File: config.mk
export PLATFORM = sky130hd
export DESIGN_NAME = mem_access
export DESIGN_NICKNAME = d
export VERILOG_FILES = /design/src/rtl/mem_access_pkg.sv /design/src/rtl/mem_access_load_store_align.sv /design/src/rtl/mem_access.sv
export SDC_FILE = /design/constraint.sdc
export NUM_CORES = 1
export LEC_CHECK = 0
export CAP_MARGIN = 25
export CORE_AREA = 4 4 178 180
export DETAILED_ROUTE_END_ITERATION = 8
export DIE_AREA = 0 0 182 184
export SLEW_MARGIN = 15
export SYNTH_ARGS = -nofsm -noshare
export SYNTH_HDL_FRONTEND = slang
export SYNTH_SLANG_ARGS = --single-unit
File: constraint.sdc
create_clock -name clk -period 3.6 [get_ports clk]
set_input_delay 0.36 -clock clk [delete_from_list [all_inputs] [get_ports clk]]
set_output_delay 0.36 -clock clk [all_outputs]
set_load 0.01 [all_outputs]
File: src/rtl/mem_access_pkg.sv
// Shared definitions for the memory-access stage: bus layouts, access size codes
// and FSM state encoding.
package mem_access_pkg;

    localparam int EXE_MEM_W = 160;
    localparam int MEM_WB_W  = 156;

    localparam logic [1:0] SIZE_BYTE = 2'b00;
    localparam logic [1:0] SIZE_HALF = 2'b01;
    localparam logic [1:0] SIZE_WORD = 2'b10;

    typedef enum logic [1:0] {
        ST_IDLE  = 2'd0,
        ST_WAIT  = 2'd1,
        ST_DONE  = 2'd2,
        ST_DRAIN = 2'd3
    } ma_state_t;

    // The listed EXE->MEM fields occupy 159 bits; the top bit of the bus is spare.
    typedef struct packed {
        logic        spare;
        logic        load;
        logic        store;
        logic [1:0]  size;
        logic        sign_ext;
        logic [31:0] store_data;
        logic [31:0] exe_result;
        logic [31:0] lo_result;
        logic        hi_write;
        logic        lo_write;
        logic        wen;
        logic [4:0]  wdest;
        logic        mfhi;
        logic        mflo;
        logic        mtc0;
        logic        mfc0;
        logic [7:0]  cp0r_addr;
        logic        syscall;
        logic        eret;
        logic        brk;
        logic        fetch_error;
        logic        inst_reserved;
        logic        overflow;
        logic [31:0] pc;
    } exe_mem_bus_t;

    typedef struct packed {
        logic        wen;
        logic [4:0]  wdest;
        logic [31:0] mem_result;
        logic [31:0] lo_result;
        logic        hi_write;
        logic        lo_write;
        logic        mfhi;
        logic        mflo;
        logic        mtc0;
        logic        mfc0;
        logic [7:0]  cp0r_addr;
        logic        syscall;
        logic        eret;
        logic        brk;
        logic        fetch_error;
        logic        inst_reserved;
        logic        raddr_error;
        logic        waddr_error;
        logic        overflow;
        logic [31:0] dm_addr;
        logic [31:0] pc;
    } mem_wb_bus_t;

endpackage

File: src/rtl/mem_access_load_store_align.sv
// Combinational byte-lane logic: store strobes and replicated write data,
// load byte/halfword extraction with sign/zero extension, alignment check.
module mem_access_load_store_align
    import mem_access_pkg::*;
(
    input  logic [1:0]  size,
    input  logic        sign_ext,
    input  logic [1:0]  addr_lo,
    input  logic [31:0] store_data,
    input  logic [31:0] rdata,
    output logic [3:0]  wstrb,
    output logic [31:0] wdata,
    output logic [31:0] load_data,
    output logic        align_err
);

    logic [7:0]  rd_byte [4];
    logic [7:0]  sel_byte;
    logic [15:0] sel_half;

    genvar gi;
    generate
        for (gi = 0; gi < 4; gi++) begin : g_lane
            assign rd_byte[gi] = rdata[8*gi +: 8];
        end
    endgenerate

    assign sel_byte = rd_byte[addr_lo];
    assign sel_half = addr_lo[1] ? rdata[31:16] : rdata[15:0];

    always_comb begin
        wstrb     = 4'b1111;
        wdata     = store_data;
        load_data = rdata;
        align_err = 1'b0;
        case (size)
            SIZE_BYTE: begin
                wstrb     = 4'b0001 << addr_lo;
                wdata     = {4{store_data[7:0]}};
                load_data = {{24{sign_ext & sel_byte[7]}}, sel_byte};
            end
            SIZE_HALF: begin
                wstrb     = 4'b0011 << addr_lo;
                wdata     = {2{store_data[15:0]}};
                load_data = {{16{sign_ext & sel_half[15]}}, sel_half};
                align_err = addr_lo[0];
            end
            default: begin
                // Any size code other than byte/half is handled as a word access.
                align_err = |addr_lo;
            end
        endcase
    end

endmodule

File: src/rtl/mem_access.sv
// Memory-access pipeline stage: issues data-memory requests, holds the
// instruction until acknowledged, and drains in-flight accesses on cancel.
module mem_access
    import mem_access_pkg::*;
(
    input  logic                 clk,
    input  logic                 resetn,
    input  logic                 MEM_valid,
    input  logic [EXE_MEM_W-1:0] EXE_MEM_bus_r,
    input  logic                 cancel,
    output logic                 MEM_over,
    output logic [MEM_WB_W-1:0]  MEM_WB_bus,
    output logic [4:0]           MEM_wdest,
    output logic [31:0]          MEM_pc,
    output logic                 dm_req,
    output logic                 dm_wr,
    output logic [31:0]          dm_addr,
    output logic [3:0]           dm_wstrb,
    output logic [31:0]          dm_wdata,
    input  logic                 dm_ack,
    input  logic [31:0]          dm_rdata
);

    exe_mem_bus_t ex;
    mem_wb_bus_t  wb;
    ma_state_t    state_reg, state_next;
    logic [31:0]  load_data_reg;
    logic [31:0]  aligned_load;
    logic         align_err;
    logic         exc_pending;
    logic         access;
    logic         issue;
    logic         load_capture;
    logic         unused_spare;

    assign ex           = exe_mem_bus_t'(EXE_MEM_bus_r);
    assign unused_spare = ex.spare;

    mem_access_load_store_align u_align (
        .size       (ex.size),
        .sign_ext   (ex.sign_ext),
        .addr_lo    (ex.exe_result[1:0]),
        .store_data (ex.store_data),
        .rdata      (dm_rdata),
        .wstrb      (dm_wstrb),
        .wdata      (dm_wdata),
        .load_data  (aligned_load),
        .align_err  (align_err)
    );

    assign exc_pending = ex.fetch_error | ex.inst_reserved | ex.overflow | ex.syscall | ex.brk;
    assign access      = MEM_valid & (ex.load | ex.store) & ~align_err & ~exc_pending;
    // A store commits at request time, so cancel must gate the request itself.
    assign issue       = access & ~cancel;

    always_ff @(posedge clk) begin
        if (!resetn) begin
            state_reg     <= ST_IDLE;
            load_data_reg <= 32'd0;
        end else begin
            state_reg <= state_next;
            if (load_capture) begin
                load_data_reg <= aligned_load;
            end
        end
    end

    always_comb begin
        state_next   = state_reg;
        dm_req       = 1'b0;
        MEM_over     = 1'b0;
        load_capture = 1'b0;
        case (state_reg)
            ST_IDLE: begin
                dm_req   = issue;
                MEM_over = MEM_valid & ~issue;
                if (issue) begin
                    state_next = ST_WAIT;
                end
            end
            ST_WAIT: begin
                if (dm_ack) begin
                    // An ack coinciding with cancel has nothing left to drain.
                    state_next   = cancel ? ST_IDLE : ST_DONE;
                    load_capture = ~cancel;
                end else if (cancel) begin
                    state_next = ST_DRAIN;
                end
            end
            ST_DONE: begin
                MEM_over   = MEM_valid;
                state_next = ST_IDLE;
            end
            ST_DRAIN: begin
                if (dm_ack) begin
                    state_next = ST_IDLE;
                end
            end
            default: state_next = ST_IDLE;
        endcase
    end

    assign dm_wr   = ex.store;
    assign dm_addr = ex.exe_result;

    always_comb begin
        wb               = '0;
        wb.wen           = ex.wen;
        wb.wdest         = ex.wdest;
        wb.mem_result    = ex.load ? load_data_reg : ex.exe_result;
        wb.lo_result     = ex.lo_result;
        wb.hi_write      = ex.hi_write;
        wb.lo_write      = ex.lo_write;
        wb.mfhi          = ex.mfhi;
        wb.mflo          = ex.mflo;
        wb.mtc0          = ex.mtc0;
        wb.mfc0          = ex.mfc0;
        wb.cp0r_addr     = ex.cp0r_addr;
        wb.syscall       = ex.syscall;
        wb.eret          = ex.eret;
        wb.brk           = ex.brk;
        wb.fetch_error   = ex.fetch_error;
        wb.inst_reserved = ex.inst_reserved;
        wb.raddr_error   = ex.load & align_err;
        wb.waddr_error   = ex.store & align_err;
        wb.overflow      = ex.overflow;
        wb.dm_addr       = ex.exe_result;
        wb.pc            = ex.pc;
    end

    assign MEM_WB_bus = wb;
    assign MEM_wdest  = ex.wdest & {5{MEM_valid}};
    assign MEM_pc     = ex.pc;

endmodule
* Word level (Yosys, flattened, before mapping)
Index checks and enable logic that the tools add are counted.
Widths: inputs -> output; s select.
** Word-level totals
- Register bits :: 34
- Input bits :: 197
- Output and inout port bits :: 264
- Logic and storage cells :: 55
** Operators by class
- Order comparisons :: 1
- Equality and inequality tests :: 7
- Shifts and indexed selects :: 2
- Multiplexer cells :: 19
- Bitwise operators :: 20
- Reductions and logical operators :: 4
** Operators with widths (count)
- $pmux 32 s2 :: 2
- $mux 32 :: 1
- $bmux 8 s2 :: 1
- $mux 16 :: 1
- $mux 8 :: 2
- $mux 2 :: 5
- $and 1x1->1 :: 9
- $pmux 2 s4 :: 1
- $pmux 4 s2 :: 1
- $and 5x5->5 :: 1
- $or 1x1->1 :: 5
- $eq 2x1->1 const B :: 2
- $eq 2x2->1 const B :: 2
- $logic_not 2->1 :: 2
- $ne 2x2->1 const B :: 2
- $not 1->1 :: 4
- $pmux 1 s2 :: 2
- $shl 1x2->4 const A :: 1
- $shl 2x2->4 const A :: 1
- $ge 3x3->1 const B :: 1
- $mux 1 :: 3
- $ne 3x3->1 const B :: 1
- $not 2->3 :: 1
- $reduce_and 3->1 :: 1
- $reduce_or 2->1 :: 1

* Longest topological paths before layout
Gate-level depths: netlist (run 1).
- Word-level depth :: 10
- Mapped depth :: 6
- Mapped depth without buffers :: 3

* Hierarchy
Synthesis (run 1) repeated with hierarchy kept, for this count alone.
** Second synthesis, totals
- Cell total of the unflattened synthesis :: 594
- Area, all modules :: 4515.6 um^2
** By module, submodules not included
- mem_access :: times used 1, cells an instance 386, area an instance 3178.0 um^2, sequential area each 680.7 um^2
- mem_access_load_store_align :: times used 1, cells an instance 208, area an instance 1337.5 um^2, sequential area each 0.0 um^2

* Worst setup path before layout (run 1)
Ideal clock, no wire load.
- Path type :: input -> output
- Start point :: input port EXE_MEM_bus_r[156]
- End point :: output port dm_wdata[16]
- Arrival :: 1501 ps
- Setup slack :: 1739 ps
- Stages on the path :: 4
- Buffers on the path :: 3
- Path through :: buf_2 -> clkbuf_1 -> clkbuf_1 -> mux2_2
** On the way
- Longest elaborated chain between the ends :: 2
- Elaborated cells between the ends (all ways) :: 3
- Classes of those cells :: eq/ne: 1; mux: 1; reduce/logical: 1
** Ends and longest elaborated chain
- from (decl) :: RTL line mem_access.sv:9 : input logic [EXE_MEM_W-1:0] EXE_MEM_bus_r,
- $eq 2x1->1 / $logic_not 2->1 (equally long branches) :: RTL line mem_access_load_store_align.sv:36 : case (size)
- $pmux 32 s2 * :: RTL line mem_access_load_store_align.sv:36
- to (decl) :: RTL line mem_access.sv:19 : output logic [31:0] dm_wdata,
Mark *: on every way between the ends. The rest lies on a longest branch, timed or not.

* Worst setup path after layout (run 1)
- Start point :: input port EXE_MEM_bus_r[90]
- End point :: output port MEM_over
** On the way
- Longest elaborated chain between the ends :: 9
** Ends and longest elaborated chain
- $reduce_or 2->1 :: RTL line mem_access_load_store_align.sv:50 : align_err = |addr_lo;
- $pmux 1 s2 * :: RTL line mem_access_load_store_align.sv:36
- $not 1->1 * :: RTL line mem_access.sv:52 : assign access = MEM_valid & (ex.load | ex.store) & ~align_err & ~exc_pending;
- $and 1x1->1 * (2 in series) :: RTL line mem_access.sv:52
- $and 1x1->1 * :: RTL line mem_access.sv:54 : assign issue = access & ~cancel;
- $not 1->1 * :: RTL line mem_access.sv:76 : MEM_over = MEM_valid & ~issue;
- $and 1x1->1 * :: RTL line mem_access.sv:76
- $pmux 1 s2 * :: RTL line mem_access.sv:73 : case (state_reg)
- to (decl) :: RTL line mem_access.sv:11 : output logic MEM_over,
Marked as above.

==> metrics.yaml, run 1 <==
hold_path:
  worstHoldPathType: "reg -> reg"
  hold_start: "load_data_reg[15]"
layout:
  area_growth_pct: 42.67
  nets: 779
  final_cell_mix: "264 x clkdlybuf4s50_1, 56 x mux2_2, 43 x o21ai_0"
  fin_area_um2: 6075
  largest_reg_flops: 32
  final_layout_size_suffix_gt1_frac: 0.1372
  final_common_cell: "clkdlybuf4s50_1"
global_route:
  grt_max_degree: 42
  grt_pass1_wl_mm: 26.31
  grt.overflow.total: 0
  antenna_found_initial: 4
  grt_pass1_vias: 3847
  grt_use_total: 0.1048
synthesis:
  synthTopCellsByArea: "buf_4 34%, dfxtp_1 16%, mux2_2 15%"
  synth_edf_count: 0
  netlist.area_leader.share: 0.3438
  ys_warn_count: 0
  post-synth-top-area-cell: "buf_4"
  synthesis.nets: 723
  async_reset_ff_frac: 0
  synthCells: 526
  synthDistinctLibCells: 38
  syn_area_um2: 4258
  ys_seq_area_frac: 0.1599
  synth-seq-cells: 34
  synth_flop_cell: "dfxtp_1"
  synth_area_per_cell_um2: 8.095
setup_path:
  worstSetupStartpointType: "input port"
  arrival_ps: 2440
  r2r-start: "state_reg[0]"
  path_class: "in -> out"
  crit_start: "EXE_MEM_bus_r[90]"
  worst-path-max-fanout: 10
  end_kind: "primary output"
  worstPathRequired_ps: 3240
clock_tree:
  clock_sinks: 34
  cts_tree: "built"
  cts_setup_buffers: 0
  htreeDepth: 2
  clkTransAtPathRegs_ps: 60
  cts_buffers: 5
  clockBufferDepth: 2
  clkLatencyLatePin_ps: 280
  cts.hold.buffers_added: 0
  cts_resized: 0
  root_buffer: "clkbuf_16"
timing:
  relSlewSlack: 0.3707
  slew_violations: 0
  period_share: 0.7774
  tns_ps: 0
  worst_slew_pin_slew_ps: 942.0
  min_period_ps: 2798
  timing.final.hold_violations: 0
  clock_skew_ps: 6.631
  setup_ws_ps: 801.5
  fmax_ghz: 0.3573
  setup_violations: 0
  rsz0062_at_grt: "false"
routing:
  avgRoutedWirePerCell_um: 19.14
  wl_met1_mm: 7.278
  drtAntennaViolNets: 0
  drc: 0
  vias: 3764
  wl_met3_mm: 1.866
  top_layer: "met5"
  met2RoutedLength_mm: 9.059
  routed_wl_mm: 18.77
  drt-pass1-iter-count: 4
  vias_per_cell: 3.837
  drt_iter0_drc: 120
floorplan:
  dieArea_um2: 33490
  die_w_um: 182
  die_height_um: 184
  ios: 461
  core-area_um2: 30190
  rows: 64
  start_util: 0.1410
pwr:
  power_density_nw_per_um2: 238.6
  peakVddDrop_mv: 0.1510
  power_leakage_nw: 2.235
placement:
  place_ws_ps: 762.0
  gp_congestion: 0.7942
  placed_area_um2: 5904
  port_buffers: 267
  dpl.hpwl_mm: 15.60
flow_run:
  cap_violations: 0
outcome:
  outcome: "complete, no violations"
## cells by family (layout without fill, tap and decap cells)
kind of cell | count (synthesis) | in the layout | share of synthesized area
and+or+nand+nor | 79 | 79 | 0.1131
AOI/OAI and AO/OA | 108 | 108 | 0.1584
other | 0 | 2 | 0
muxes | 72 | 72 | 0.1887
DFF | 34 | 34 | 0.1599
buffers and inverters | 232 | 289 | 0.3779
xor gates and xnor gates | 1 | 1 | 0.002057
## report_power, final
group          switching, mW  internal, mW
clock network          0.175         0.324
logic                  0.233         0.340
registers           0.000228         0.376
## layout make-up
type                    count  area [µm²]
inverters                   4       15.01
well taps                 396       495.5
flip-flops and latches     34       680.7
repair buffers            277        2745
diodes                      2       5.005
multi-input cells         260        1968
fillers                  3327       24110
clock inverters             3       40.04
clock buffers               5       125.1
## layer usage
layer | vias to the layer above | track usage
met5 | - | 0
met4 | 6 | 0.03693
met3 | 63 | 0.03878
met2 | 219 | 0.1782
met1 | 1718 | 0.1216
li1 | 1758 | -
## metrics by stage
step,total power [mW],utilization,cells,hold slack (ps)
2_1_floorplan,0.7646,-,526,441.1
3_3_place_gp,0.9622,0.1956,971,501.0
6_report,1.449,0.2012,981,511.1
5_1_grt,1.512,0.2011,980,538.9
4_1_cts,1.472,0.2011,979,516.4
3_5_place_dp,0.9652,0.1956,971,504.9
## final timing paths
check                      end  slack [ps]  cells after the start
min reg2reg  load_data_reg[15]         510                      2
max reg2reg   load_data_reg[9]        1920                      4
min          load_data_reg[15]         510                      2
max                   MEM_over         800                      6
## critical path, cell delays in order
cell             delay, ps
clkdlybuf4s50_1        800
inv_1                  170
o21ai_0                240
buf_4                  180
o211a_1                150
clkdlybuf4s50_1        530
## synthesized netlist by cell type (8+ instances only)
cell type / count
clkbuf_1: 27
a31oi_1: 16
mux2i_1: 15
nor2_1: 10
dfxtp_1: 34
nor2b_1: 9
nor3b_1: 8
a21oi_1: 25
nor4_1: 8
nand2b_1: 10
mux2_2: 56
nand2_1: 11
o21ai_0: 43
buf_4: 195
o211a_1: 8
Power figures use the tool's default switching activity.
==> run 2: changes to the inputs <==
--- a/config.mk
+++ b/config.mk
@@ -6,9 +6,9 @@
 export NUM_CORES = 1
 export LEC_CHECK = 0
 export CAP_MARGIN = 25
-export CORE_AREA = 4 4 178 180
+export CORE_AREA = 4 4 177 179
 export DETAILED_ROUTE_END_ITERATION = 8
-export DIE_AREA = 0 0 182 184
+export DIE_AREA = 0 0 181 183
 export SLEW_MARGIN = 15
 export SYNTH_ARGS = -nofsm -noshare
 export SYNTH_HDL_FRONTEND = slang
==> constraint.sdc (replaced) <==
create_clock -name clk -period 2.3 [get_ports clk]
set_input_delay 0.23 -clock clk [delete_from_list [all_inputs] [get_ports clk]]
set_output_delay 0.23 -clock clk [all_outputs]
set_load 0.01 [all_outputs]
==> metrics.yaml, run 2 (synthesis results as in run 1) <==
global_route:
  grt_pass1_wl_mm: 26.53  # +0.84%
  grt_busiest_layer: "met2"
  grt.overflow.total: 0  # unchanged
  gr-usage-met2: 0.1783  # about the same
  globalRouteMet1Util: 0.1217  # about the same
  grt_max_degree: 46  # +9.5%
  antenna_found_initial: 7  # +3
  grt_pass1_vias: 3836  # -0.29%
  grt_use_total: 0.1056  # +0.0007694
  grt_util_met3: 0.04363  # +0.004852
routing:
  routed_wl_mm: 19.02  # +1.3%
  vias: 3845  # +2.2%
  drt_iter0_drc: 213  # +78%
  drtAntennaViolNets: 0  # unchanged
  vias_per_cell: 3.880  # +1.1%
  drc: 0  # unchanged
  drt-pass1-iter-count: 4  # unchanged
  avgRoutedWirePerCell_um: 19.19  # +0.27%
floorplan:
  ios: 461  # unchanged
  core-area_um2: 29560  # -2.1%
  die_w_um: 181  # -0.55%
  die_height_um: 183  # -0.54%
  rows: 63  # -1.6%
  start_util: 0.1440  # +0.003003
  dieArea_um2: 33120  # -1.1%
pwr:
  power_density_nw_per_um2: 361.7  # +52%
  power_leakage_nw: 2.352  # +5.2%
  peakVddDrop_mv: 0.2397  # +59%
clock_tree:
  root_buffer: "clkbuf_16"
  clock_sinks: 34  # unchanged
  htreeDepth: 2  # unchanged
  clkLatencyLatePin_ps: 280  # about the same
  cts_buffers: 5  # unchanged
  clockBufferDepth: 2  # unchanged
  cts.hold.buffers_added: 0  # unchanged
  cts_setup_buffers: 0  # unchanged
  cts_tree: "built"
timing:
  fmax_ghz: 0.4596
  slew_violations: 0  # unchanged
  clock_skew_ps: 3.311  # -3.320 ps
  worst_slew_pin_slew_ps: 543.6  # -398.3 ps
  setup_ws_ps: 124.4  # -677.1 ps
  min_period_ps: 2176
  period_share: 0.9459
  fin_hold_ws_ps: 460.0  # -51.07 ps
  tns_ps: 0  # unchanged
  setup_violations: 0  # unchanged
  relSlewSlack: 0.6376  # +0.2669
  rsz0062_at_grt: "false"
  timing.final.hold_violations: 0  # unchanged
hold_path:
  worstHoldPathType: "in -> out"
  hold_start: "EXE_MEM_bus_r[72]"
setup_path:
  worstSetupStartpointType: "input port"
  worst-path-max-fanout: 3  # -7
  cpMostUsedCell: "clkdlybuf4s50_1"
  crit_chain: "clkdlybuf4s50_1 -> nor4_2 -> o2111ai_2 -> o211a_1 -> clkdlybuf4s50_1"
  end_kind: "primary output"
  arrival_ps: 1950  # -490 ps
  path_class: "in -> out"
  r2r-start: "state_reg[0]"
  slowest_stage: "clkdlybuf4s50_1"
  max_stage_delay_ps: 480  # -320 ps
  worstPathRequired_ps: 2070  # -1170 ps
  crit_start: "EXE_MEM_bus_r[33]"
  reg2reg_slack_ps: 760  # -1160 ps
layout:
  largest_reg_flops: 32  # unchanged
  diodes: 0  # -2
  final_cell_mix: "262 x clkdlybuf4s50_1, 56 x mux2_2, 42 x o21ai_0"
  stdcell_count: 991  # +1.0%
  area_growth_pct: 46.28
  final_common_cell: "clkdlybuf4s50_1"
  fillCellCount: 3259  # -2.0%
  final_layout_size_suffix_gt1_frac: 0.1664  # +0.02917
  nets: 797  # +2.3%
  fin_area_um2: 6228  # +2.5%
placement:
  place_ws_ps: -23.82  # -785.9 ps
  dp.cells: 983  # +1.2%
  placed_area_um2: 6045  # +2.4%
  dpl.hpwl_mm: 15.71  # +0.68%
  port_buffers: 267  # unchanged
  gp_congestion: 0.8033  # +1.1%
outcome:
  outcome: "complete, no violations"
flow_run:
  cap_violations: 0  # unchanged
## run 2: changes by cell type in the layout (fill, tap and decap cells not counted), moves of 2 or more
cell	before	now
clkbuf_8	0	3
diode_2	2	0
buf_4	9	26
dlymetal6s2s_1	0	2
clkdlybuf4s50_1	264	262
clkinv_2	2	0
## run 2: area by class of cell
type	instances	area, µm²	share of cell area
repair buffers	295	2898	0.4652
well taps	390	488.0	0.07834
inverters	4	15.01	0.002411
flip-flops and latches	34	680.7	0.1093
multi-input cells	260	1981	0.3180
clock buffers	8	166.4	0.02672
## run 2: final timing paths
check	to	depth (start not counted)
worst max register to register	load_data_reg[29]	4
worst min register to register	load_data_reg[15]	2
worst max-delay path	MEM_over	5
worst min-delay path	MEM_WB_bus[100]	0
## run 2: timing repair
| item | CTS | global route |
|---|---|---|
| setup endpoints to repair | 1 | 4 |
| resized for setup | 1 | 4 |
| hold endpoints to repair | 0 | 0 |
| pin swaps | 0 | 0 |
## run 2: layer usage
metal | vias up | wire [µm]
met4 | 14 | 571
li1 | 1789 | -
met1 | 1775 | 7552
met2 | 202 | 8979
met5 | - | 58
met3 | 65 | 1854
## run 2: worst max-delay path: cells and delay by family
family | cells | cell delay (ps)
and+or+nand+nor | 1 | 330
AOI/OAI and AO/OA | 2 | 460
buffers and inverters | 2 | 930
## run 2: power by group
part / total [mW] / internal [mW] / switching, mW / leakage (nW)
registers: 0.590 / 0.589 / 0.000349 / 0.274
clock network: 0.753 / 0.491 / 0.262 / 0.0832
logic: 0.911 / 0.547 / 0.363 / 2.00
## run 2: through the flow
| stage | total power, mW | util |
|---|---|---|
| 4_1_cts | 2.286 | 0.2103 |
| 3_3_place_gp | 1.517 | 0.2045 |
| 5_1_grt | 2.355 | 0.2107 |
| 6_report | 2.253 | 0.2107 |
| 2_1_floorplan | 1.197 | - |
| 3_5_place_dp | 1.522 | 0.2045 |
